===== src/rtl/mold_req_tx_pkg.sv =====
// Shared constants and types for the MoldUDP64 retransmission-request transmitter.
// Addresses, ports and fixed header fields used by mold_req_tx and crc32_d8.
package mold_req_tx_pkg;

  localparam logic [47:0] DEVICE_MAC        = 48'h02_00_00_00_00_01;
  localparam logic [15:0] ETH_IP_V4_TYPE    = 16'h0800;
  localparam logic [31:0] DEVICE_IP         = 32'hC0A8_0164;

  localparam logic [47:0] MOLD_SERVER_MAC   = 48'h0A_1B_2C_3D_4E_5F;
  localparam logic [31:0] MOLD_REQ_IP       = 32'hC0A8_0101;
  localparam logic [15:0] MOLD_REQ_SRC_PORT = 16'h7531;
  localparam logic [15:0] MOLD_REQ_DST_PORT = 16'h7532;
  localparam int unsigned MOLD_REQ_FRAME_LEN = 62;
  localparam int unsigned MOLD_REQ_FCS_LEN   = 4;

  localparam logic [7:0]  IP_VER_IHL    = 8'h45;
  localparam logic [15:0] IP_TOTAL_LEN  = 16'h0030;
  localparam logic [15:0] IP_FLAGS_DF   = 16'h4000;
  localparam logic [7:0]  IP_PROTO_UDP  = 8'h11;
  localparam logic [15:0] UDP_LEN       = 16'h001C;

  localparam logic [31:0] CRC32_POLY    = 32'hEDB8_8320;

  typedef struct packed {
    logic [79:0] sessId;
    logic [63:0] seqNum;
    logic [15:0] msgCnt;
  } moldReqType;

  typedef enum logic [1:0] {
    ST_IDLE,
    ST_CSUM,
    ST_SEND,
    ST_IFG
  } txStateType;

endpackage


===== src/rtl/mold_req_tx_crc32_d8.sv =====
// crc32_d8: byte-serial reflected IEEE 802.3 CRC32 (raw register, no final inversion).
// crcNextOut exposes the value after absorbing dataIn so the caller can use it in the same cycle.
module crc32_d8
  import mold_req_tx_pkg::*;
(
  input  logic        clkIn,
  input  logic        rstIn,
  input  logic        enIn,
  input  logic        initIn,
  input  logic [7:0]  dataIn,
  output logic [31:0] crcOut,
  output logic [31:0] crcNextOut
);

  logic [31:0] r_crc;
  logic [31:0] w_crcNext;

  always_comb begin
    w_crcNext = r_crc ^ {24'h0, dataIn};
    for (int unsigned i = 0; i < 8; i++) begin
      w_crcNext = w_crcNext[0] ? ((w_crcNext >> 1) ^ CRC32_POLY) : (w_crcNext >> 1);
    end
  end

  always_ff @(posedge clkIn or posedge rstIn) begin
    if (rstIn) begin
      r_crc <= '1;
    end else if (initIn) begin
      r_crc <= '1;
    end else if (enIn) begin
      r_crc <= w_crcNext;
    end
  end

  assign crcOut     = r_crc;
  assign crcNextOut = w_crcNext;

endmodule


===== src/rtl/mold_req_tx.sv =====
// mold_req_tx: serialises MoldUDP64 retransmission requests as Ethernet/IPv4/UDP byte frames.
// Define MOLD_REQ_FCS_EN to append the CRC32 FCS in-block (66-byte frames) instead of in the MAC.
module mold_req_tx #(
  parameter int unsigned IFG_CYCLES = 12,
  parameter logic [7:0]  IP_TTL     = 8'd64
) (
  input  logic        clkIn,
  input  logic        rstIn,
  input  logic        reqValidIn,
  output logic        reqReadyOut,
  input  logic [79:0] reqSessIdIn,
  input  logic [63:0] reqSeqNumIn,
  input  logic [15:0] reqMsgCntIn,
  output logic [7:0]  txDataOut,
  output logic        txValidOut,
  output logic        txLastOut,
  input  logic        txReadyIn,
  output logic        frameSentOut
);
  import mold_req_tx_pkg::*;

`ifdef MOLD_REQ_FCS_EN
  localparam int unsigned FRAME_LEN = MOLD_REQ_FRAME_LEN + MOLD_REQ_FCS_LEN;
`else
  localparam int unsigned FRAME_LEN = MOLD_REQ_FRAME_LEN;
`endif
  localparam logic [6:0]  LAST_IDX = 7'(FRAME_LEN - 1);
  // The frameSentOut cycle counts as the first inter-frame gap cycle.
  localparam logic [31:0] IFG_LAST = (IFG_CYCLES > 1) ? 32'(IFG_CYCLES - 2) : '0;

  txStateType  r_state;
  moldReqType  r_req;
  logic [15:0] r_ipId;
  logic [15:0] r_chk;
  logic [16:0] r_acc;
  logic [3:0]  r_csumCnt;
  logic [6:0]  r_idx;
  logic [31:0] r_ifgCnt;
  logic [7:0]  r_txData;
  logic        r_txValid;
  logic        r_txLast;

  logic        w_handshake;
  logic [15:0] w_hdrWord;
  logic [16:0] w_sum;
  logic [15:0] w_fold;
  logic [6:0]  w_nextIdx;
  logic [7:0]  w_nextByte;
  logic [MOLD_REQ_FRAME_LEN*8-1:0] w_frame;

  assign w_handshake = r_txValid & txReadyIn;
  assign w_nextIdx   = r_idx + 7'd1;

  always_comb begin
    w_hdrWord = '0;
    case (r_csumCnt)
      4'd0: w_hdrWord = {IP_VER_IHL, 8'h00};
      4'd1: w_hdrWord = IP_TOTAL_LEN;
      4'd2: w_hdrWord = r_ipId;
      4'd3: w_hdrWord = IP_FLAGS_DF;
      4'd4: w_hdrWord = {IP_TTL, IP_PROTO_UDP};
      4'd5: w_hdrWord = 16'h0000;
      4'd6: w_hdrWord = DEVICE_IP[31:16];
      4'd7: w_hdrWord = DEVICE_IP[15:0];
      4'd8: w_hdrWord = MOLD_REQ_IP[31:16];
      4'd9: w_hdrWord = MOLD_REQ_IP[15:0];
      default: w_hdrWord = '0;
    endcase
  end

  // The accumulator never reaches 0x1FFFF, so one fold after the last word is sufficient.
  assign w_sum  = {1'b0, r_acc[15:0]} + {16'h0, r_acc[16]} + {1'b0, w_hdrWord};
  assign w_fold = w_sum[15:0] + {15'h0, w_sum[16]};

  assign w_frame = {MOLD_SERVER_MAC, DEVICE_MAC, ETH_IP_V4_TYPE,
                    IP_VER_IHL, 8'h00, IP_TOTAL_LEN, r_ipId, IP_FLAGS_DF,
                    IP_TTL, IP_PROTO_UDP, r_chk, DEVICE_IP, MOLD_REQ_IP,
                    MOLD_REQ_SRC_PORT, MOLD_REQ_DST_PORT, UDP_LEN, 16'h0000,
                    r_req.sessId, r_req.seqNum, r_req.msgCnt};

`ifdef MOLD_REQ_FCS_EN
  logic [31:0] w_crc;
  logic [31:0] w_crcNext;
  logic [31:0] w_fcs;

  crc32_d8 u_crc (
    .clkIn      (clkIn),
    .rstIn      (rstIn),
    .enIn       (w_handshake && (r_idx < 7'(MOLD_REQ_FRAME_LEN))),
    .initIn     (r_state == ST_CSUM),
    .dataIn     (r_txData),
    .crcOut     (w_crc),
    .crcNextOut (w_crcNext)
  );

  // FCS byte 0 is loaded on the same edge that absorbs the final payload byte.
  assign w_fcs = (r_idx == 7'(MOLD_REQ_FRAME_LEN - 1)) ? ~w_crcNext : ~w_crc;
`endif

  always_comb begin
    w_nextByte = '0;
    for (int unsigned k = 0; k < MOLD_REQ_FRAME_LEN; k++) begin
      if (w_nextIdx == 7'(k)) w_nextByte = w_frame[(MOLD_REQ_FRAME_LEN-1-k)*8 +: 8];
    end
`ifdef MOLD_REQ_FCS_EN
    for (int unsigned k = 0; k < MOLD_REQ_FCS_LEN; k++) begin
      if (w_nextIdx == 7'(MOLD_REQ_FRAME_LEN + k)) w_nextByte = w_fcs[k*8 +: 8];
    end
`endif
  end

  always_ff @(posedge clkIn or posedge rstIn) begin
    if (rstIn) begin
      r_state   <= ST_IDLE;
      r_req     <= '0;
      r_ipId    <= '0;
      r_chk     <= '0;
      r_acc     <= '0;
      r_csumCnt <= '0;
      r_idx     <= '0;
      r_ifgCnt  <= '0;
      r_txData  <= '0;
      r_txValid <= 1'b0;
      r_txLast  <= 1'b0;
    end else begin
      case (r_state)
        ST_IDLE: begin
          if (reqValidIn) begin
            r_req.sessId <= reqSessIdIn;
            r_req.seqNum <= reqSeqNumIn;
            r_req.msgCnt <= reqMsgCntIn;
            if (reqMsgCntIn != 16'h0) begin
              r_acc     <= '0;
              r_csumCnt <= '0;
              r_state   <= ST_CSUM;
            end
          end
        end
        ST_CSUM: begin
          if (r_csumCnt == 4'd9) begin
            r_chk     <= ~w_fold;
            r_idx     <= '0;
            r_txData  <= w_frame[MOLD_REQ_FRAME_LEN*8-1 -: 8];
            r_txValid <= 1'b1;
            r_txLast  <= 1'b0;
            r_state   <= ST_SEND;
          end else begin
            r_acc     <= w_sum;
            r_csumCnt <= r_csumCnt + 4'd1;
          end
        end
        ST_SEND: begin
          if (w_handshake) begin
            if (r_txLast) begin
              r_txValid <= 1'b0;
              r_txLast  <= 1'b0;
              r_txData  <= '0;
              r_ipId    <= r_ipId + 16'd1;
              r_ifgCnt  <= '0;
              r_state   <= (IFG_CYCLES > 1) ? ST_IFG : ST_IDLE;
            end else begin
              r_idx    <= w_nextIdx;
              r_txData <= w_nextByte;
              r_txLast <= (w_nextIdx == LAST_IDX);
            end
          end
        end
        ST_IFG: begin
          if (r_ifgCnt == IFG_LAST) begin
            r_state <= ST_IDLE;
          end else begin
            r_ifgCnt <= r_ifgCnt + 32'd1;
          end
        end
        default: r_state <= ST_IDLE;
      endcase
    end
  end

  assign reqReadyOut  = (r_state == ST_IDLE);
  assign txDataOut    = r_txData;
  assign txValidOut   = r_txValid;
  assign txLastOut    = r_txLast;
  // Qualified by txReadyIn so the pulse coincides with the last-byte handshake.
  assign frameSentOut = r_txValid & r_txLast & txReadyIn;

endmodule


===== config.mk =====
export PLATFORM = sky130hd
export DESIGN_NAME = mold_req_tx
export DESIGN_NICKNAME = d
export VERILOG_FILES = /design/src/rtl/mold_req_tx_pkg.sv /design/src/rtl/mold_req_tx_crc32_d8.sv /design/src/rtl/mold_req_tx.sv
export SDC_FILE = /design/constraint.sdc
export NUM_CORES = 1
export LEC_CHECK = 0
export ABC_AREA = 1
export CAP_MARGIN = 25
export CORE_MARGIN = 1.5
export CORE_UTILIZATION = 61
export CTS_CLUSTER_SIZE = 10
export DETAILED_ROUTE_END_ITERATION = 7
export PLACE_DENSITY = 0.94
export SYNTH_ARGS = -nofsm -noshare
export SYNTH_HDL_FRONTEND = slang
export SYNTH_SLANG_ARGS = --single-unit
export TNS_END_PERCENT = 20

===== constraint.sdc =====
create_clock -name clkIn -period 13.65 [get_ports clkIn]
set_input_delay 2.0475 -clock clkIn [delete_from_list [all_inputs] [get_ports clkIn]]
set_output_delay 2.0475 -clock clkIn [all_outputs]
set_load 0.03 [all_outputs]

Word-level counts from Yosys, hierarchy flattened
Cells that the tools add are included.
{ "op_classes": {"addsub": 7, "eq_ne": 82, "muxes": 98, "bitwise": 4, "reduce_logical": 17} }
{ "op_table": {"columns": ["cell", "count"], "rows": [
  ["2-to-1 mux 8 bit", 64],
  ["equality test 7 x 6 -> 1 bit, second input constant", 30],
  ["one-hot mux 16 bit (8 select lines)", 1],
  ["equality test 7 x 5 -> 1 bit, second input constant", 16],
  ["2-to-1 mux 32 bit", 3],
  ["one-hot mux 32 bit (2 select lines)", 1],
  ["equality test 7 x 4 -> 1 bit, second input constant", 8],
  ["2-to-1 mux 17 bit", 3],
  ["one-hot mux 17 bit (2 select lines)", 1],
  ["adder 32 x 1 -> 32 bit, second input constant", 1],
  ["equality test 32 x 4 -> 1 bit, second input constant", 1],
  ["equality test 7 x 3 -> 1 bit, second input constant", 4],
  ["2-to-1 mux 7 bit", 3],
  ["adder 16 x 1 -> 17 bit", 1],
  ["adder 17 x 16 -> 17 bit", 1],
  ["adder 16 x 1 -> 16 bit", 1],
  ["adder 16 x 1 -> 16 bit, second input constant", 1],
  ["2-to-1 mux 4 bit", 4],
  ["!= test 2 bit, second input constant", 8],
  ["NOT 16 bit", 1],
  ["one-hot mux 8 bit (2 select lines)", 1],
  ["AND reduction 4 bit", 4],
  ["nonzero test 16 bit", 1],
  ["equality test 7 x 2 -> 1 bit, second input constant", 2],
  ["other kinds (25)", 47]
]} }
{ "word_totals": {"register_bits": 264, "in_bits": 164, "out_inout_bits": 12} }

Depth between registers and ports, before layout
{ "logic_depth": {"depth_word": 67, "mapped_depth": 54, "depth_no_buf": 54} }

Least setup slack after synthesis
No wires, ideal clock.
{ "synth_path": {"path_type": "register -> register", "start": "register r_csumCnt[0]", "end": "register r_chk[14]", "setup_time_ps": 65, "arrival_time_ps": 5610, "setup_slack_ps": 7974, "stages_incl_launch_ff": 55, "n_path_buf": 0, "path_cell_list": "dfrtp_1 > inv_1 > ha_1 > inv_1 > nor3_1 > inv_1 > nand2_1 > a21oi_1 > fa_1 > inv_1 > fa_1 > a21oi_1 > o21ai_0 > a21oi_1 > o21ai_0 > a21o_1 > a21oi_1 > nor2_1 > [... 19 more ...] > inv_1 > nor2_1 > inv_1 > nor2_1 > inv_1 > nor2_1 > inv_1 > nor2_1 > inv_1 > nor2_1 > inv_1 > nor2_1 > inv_1 > or2_1 > nor2_1 > xor2_1 > nand2_1 > nand2_1"} }
{ "synth_via": {"elab_chain_len": 6} }
{ "synth_lines": {"columns": ["item", "line", "source"], "rows": [
  ["start: declaration", "mold_req_tx.sv:36", "logic [3:0] r_csumCnt;"],
  ["start signal: assignment", "mold_req_tx.sv:149", "r_csumCnt <= r_csumCnt + 4'd1;"],
  ["equality test 4 bit / equality test 4 x 3 -> 1 bit (equally long branches)", "mold_req_tx.sv:56", "case (r_csumCnt)"],
  ["OR reduction 2 bit (no source line)", null, null],
  ["one-hot mux 16 bit (8 select lines)", "mold_req_tx.sv:56", null],
  ["adder 17 x 16 -> 17 bit", "mold_req_tx.sv:72", "assign w_sum = {1'b0, r_acc[15:0]} + {16'h0, r_acc[16]} + {1'b0, w_hdrWord};"],
  ["adder 16 x 1 -> 16 bit", "mold_req_tx.sv:73", "assign w_fold = w_sum[15:0] + {15'h0, w_sum[16]};"],
  ["NOT 16 bit", "mold_req_tx.sv:141", "r_chk <= ~w_fold;"],
  ["end signal: assignment", "mold_req_tx.sv:141", null],
  ["end: declaration", "mold_req_tx.sv:34", "logic [15:0] r_chk;"]
]} }
Parallel ways exist; a longest one is shown, timed or not.
A chain may end at the register's enable or synchronous reset.

Worst setup path in the final report
Same ends and word-level chain as after synthesis.

==> results by stage <==
Die:
- The effective utilization at floorplan is 61.8%.
- After floorplanning, the core was divided into 57 placement rows.
- The floorplan step defined a die boundary enclosing 0.0254 mm^2.
- In this run the vertical extent of the chip is 159 um.
- The floorplan step defined a core boundary enclosing 0.0242 mm^2.
- The number of primary I/O pins is 176.
- The die width is 159 um.

Cells and area:
- The utilization after layout is 73.9%.
- From synthesis to final layout, the design area changed by 19.6%.
- The repair_antennas step left the layout with diodes totalling 0.
- Once layout is complete, the cells apart from fillers number 2378.
- The fraction of final layout cells with drive strength greater than 1 is 9.93%.
- The layout net count is 2246.

Power:
- The leakage component of the power is 9.00 nW.
- Dividing total power by cell area gives a power density of 89.1 mW/mm^2.
- Across the VDD grid, the largest voltage drop is 0.0896 mV.
- The total power is 0.00159 W.

Critical path:
- The cell type with the highest occurrence count on the critical path is sky130_fd_sc_hd__nor2_1.
- The critical path class is reg -> reg.
- STA classifies the critical path startpoint as a flip-flop.
- At the worst endpoint, the required time is 14150 ps.
- The slowest stage of the critical path is the sky130_fd_sc_hd__dfrtp_1 cell.
- The most critical setup path has its startpoint at r_csumCnt[0]$_DFFE_PP0P_.
- The total buffers and inverters traversed by the critical path is 13.
- STA classifies the critical path endpoint as a flip-flop.
- In this design, the largest share of critical-path delay is due to simple AND/OR/NAND/NOR gates.
- Data arrives at the worst endpoint at 7230 ps.
- The startpoint identified for the worst register-to-register timing path is r_csumCnt[0]$_DFFE_PP0P_.
- The maximum cell stage delay along the critical path is 420 ps.
- The maximum net fanout on the critical path is 14.

GRT:
- Entering global routing, the biggest net connects 129 pins.
- The number of global-route vias before repair is 13400.
- The residual overflow from global routing is 0.
- For this run, the total global-route usage over all layers was measured as 30.8%.
- The number of antenna violations at the first check in global routing is 0.
- The wire length of the first global-routing pass is 64.4 mm.

Routing:
- The first TritonRoute pass finished after 8 iterations.
- After detailed routing, the average wire length per cell comes to 16.4 um.
- The detail route stage leaves a number of antenna-violating nets equal to 0.
- The final route contains 13400 vias.
- Dividing the detail-routed via count by the number of cells gives 5.63.
- For this block, the routed nets add up to 38.9 mm of wire.
- The number of DRC markers in iteration 0 is 1262.
- After detailed routing, the number of remaining DRC violations is 0.

Run:
- The total of max-cap violations is 0.

Outcome:
- The run finished with clean final reports.

STA:
- The worst slew margin relative to its limit is 36.6%.
- The highest achievable clock rate is 149 MHz.
- For the pin with the worst max-slew slack, the measured transition is 952 ps.
- Setup repair after global routing left no endpoint under its margin.
- The final-report max-slew violation count is 0.
- The period utilization is 49.3%.
- The minimum clock period after layout is 6730 ps.
- The worst hold slack is 482 ps.
- The setup violation total in the final timing report is 0.
- The setup clock skew after layout is 28.8 ps.
- The final-report hold violation count was 0.
- The final total negative setup slack is 0 ps.

Clock tree:
- The worst-case clock buffer depth is 3.
- The clock tree from TritonCTS is yes.
- In this run the post-CTS setup repair buffer count came out at 0.
- For the worst-skew pair, the clock arrives at the later sink with an insertion delay of 580 ps.
- The TritonCTS sink count is 264.
- After clock tree synthesis, the clock-pin slew on the worst setup and hold paths is 60 ps.
- The tree is rooted in a sky130_fd_sc_hd__clkbuf_16.
- TritonCTS created 31 clock buffers.
- Buffers inserted to repair hold after CTS numbered 0.
- The deepest level of the CTS H-tree is 1.
- The number of gates resized after CTS was 0.

Yosys:
- Yosys attributes the largest share of cell area to sky130_fd_sc_hd__dfrtp_1 44%, sky130_fd_sc_hd__nand2_1 9.4%, sky130_fd_sc_hd__inv_1 7.9%, sky130_fd_sc_hd__mux2_2 7.4%, sky130_fd_sc_hd__o21ai_0 5.1%.
- The post-synthesis cell type count is 56.
- The fraction of post-synthesis cell area in the top cell type by area is 44.2%.
- The number of enable-type register cells in the synthesized netlist is 0.
- Sequential cells were found to cover 44.2% of the synthesized design area.
- The flip-flop and latch count after synthesis is 264.
- The net count of the mapped netlist is 2083.
- The cell count after synthesis came out at 1884.
- The mean instance size in the synthesized netlist is 7.93 um^2.
- The leading area contributor after synthesis is sky130_fd_sc_hd__dfrtp_1.
- The async set-reset flop share out of synthesis is 100%.
- The synthesized cell area is 0.0149 mm^2.
- Among all flip-flop cells after synthesis, the most frequent one is sky130_fd_sc_hd__dfrtp_1.
- During synthesis, Yosys emitted a total of 0 warnings.

Place:
- The count of buffers from port buffering is 175.
- Including well taps, the total number of placed cells is 2337.
- The wire-length estimate of the detail-placed layout is 28.1 mm.
- Routability-driven placement finished with a final weighted congestion of 0.919.

Hold path:
- In this run the worst hold path is classified as reg -> reg.
- The worst hold path startpoint is txDataOut[0]$_DFFE_PP0P_.
## where the power goes
| group | total (W) | internal [W] | switching (W) |
|---|---|---|---|
| sequential | 0.000783 | 0.000783 | 0 |
| clock | 0.000738 | 0.000426 | 0.000312 |
| combinational | 0.0000701 | 0.0000429 | 0.0000272 |
## kinds of logic (layout without fill, tap and decap cells)
logic type                 count (synthesis)  in the layout  synth area share, %
DFF                                      264            264                 44.2
AOI/OAI and AO/OA                        322            322                 11.9
and+or+nand+nor                          752            752                 22.1
xor gates and xnor gates                  29             29                 1.70
muxes                                     98             98                 7.39
adders and majority gates                 35             35                 3.03
buffers and inverters                    384            554                 9.68
## flip-flops by register name, indices dropped and copies added (netlist names)
name / flops
r_idx: 7
txLastOut: 1
r_acc: 17
r_req: 160
r_ipId: 16
r_ifgCnt: 32
r_chk: 16
r_csumCnt: 4
txDataOut: 8
txValidOut: 1
r_state: 2
## final cells by class
type                            count  area [um^2]
Clock buffer                       38          842
Clock inverter                      2         27.5
Fill cell                        1660         6320
Inverter                          331         1250
Multi-Input combinational cell   1236         6900
Sequential cell                   264         6610
Tap cell                          324          405
Timing Repair Buffer              183         1830
## cell usage in the layout (no fill, tap or decap), drive strengths merged, types with 26 or more instances in the layout
cell type	n
dfrtp	264
ha	33
xor2	26
nand2	382
a21oi	99
mux2	98
nor3	27
clkdlybuf4s50	175
inv	329
nor2	197
nand3	79
clkbuf	38
o21ai	166
## layer usage
| layer | GRT usage (%) | part of all wire (%) | vias to the layer above | wire length [um] |
|---|---|---|---|---|
| met4 | 11.9 | 3.6 | 0 | 1410 |
| li1 | - | - | 6339 | - |
| met3 | 3.52 | 6.3 | 124 | 2450 |
| met5 | 0 | 0 | - | 0 |
| met1 | 39.9 | 41 | 6329 | 15800 |
| met2 | 53.2 | 49 | 586 | 19300 |
## metrics by stage
step	instance area (um^2)	setup WS, ps
floorplan	14900	4330
global placement	17000	7510
detailed placement	17000	7160
CTS	17800	7040
global route	17900	6180
finish	17900	6920
## cells in the mapped netlist (all sizes together), types with 7 or more instances
| master | number |
|---|---|
| a21oi | 99 |
| xor2 | 26 |
| or2 | 12 |
| clkbuf | 42 |
| buf | 11 |
| dfrtp | 264 |
| nor3 | 27 |
| nor3b | 12 |
| mux2 | 98 |
| o21bai | 8 |
| nor2 | 197 |
| o21ai | 166 |
| nor4 | 12 |
| o22ai | 7 |
| nand4 | 23 |
| nand3 | 79 |
| ha | 33 |
| inv | 328 |
| nand2 | 382 |
## worst reg2reg max path, delay by kind of cell (launching register included)
kind,cells,cell delay (ps)
xor gates and xnor gates,1,170
AOI/OAI and AO/OA,12,1780
and+or+nand+nor,21,2160
adders and majority gates,5,1150
DFF,1,420
buffers and inverters,13,1010
## final timing paths
path | endpoint | slack (ps) | cells after the start
max in group asynchronous | txDataOut[4]$_DFFE_PP0P_ | 10190 | 3
setup reg to reg | r_chk[14]$_DFFE_PP0P_ | 6920 | 52
hold / removal | txDataOut[0]$_DFFE_PP0P_ | 480 | 2
setup / recovery | r_chk[14]$_DFFE_PP0P_ | 6920 | 52
hold reg to reg | txDataOut[0]$_DFFE_PP0P_ | 480 | 2
min in group asynchronous | r_req[145]$_DFFE_PP0P_ | 2060 | 2
Power figures use the tool's default switching activity.
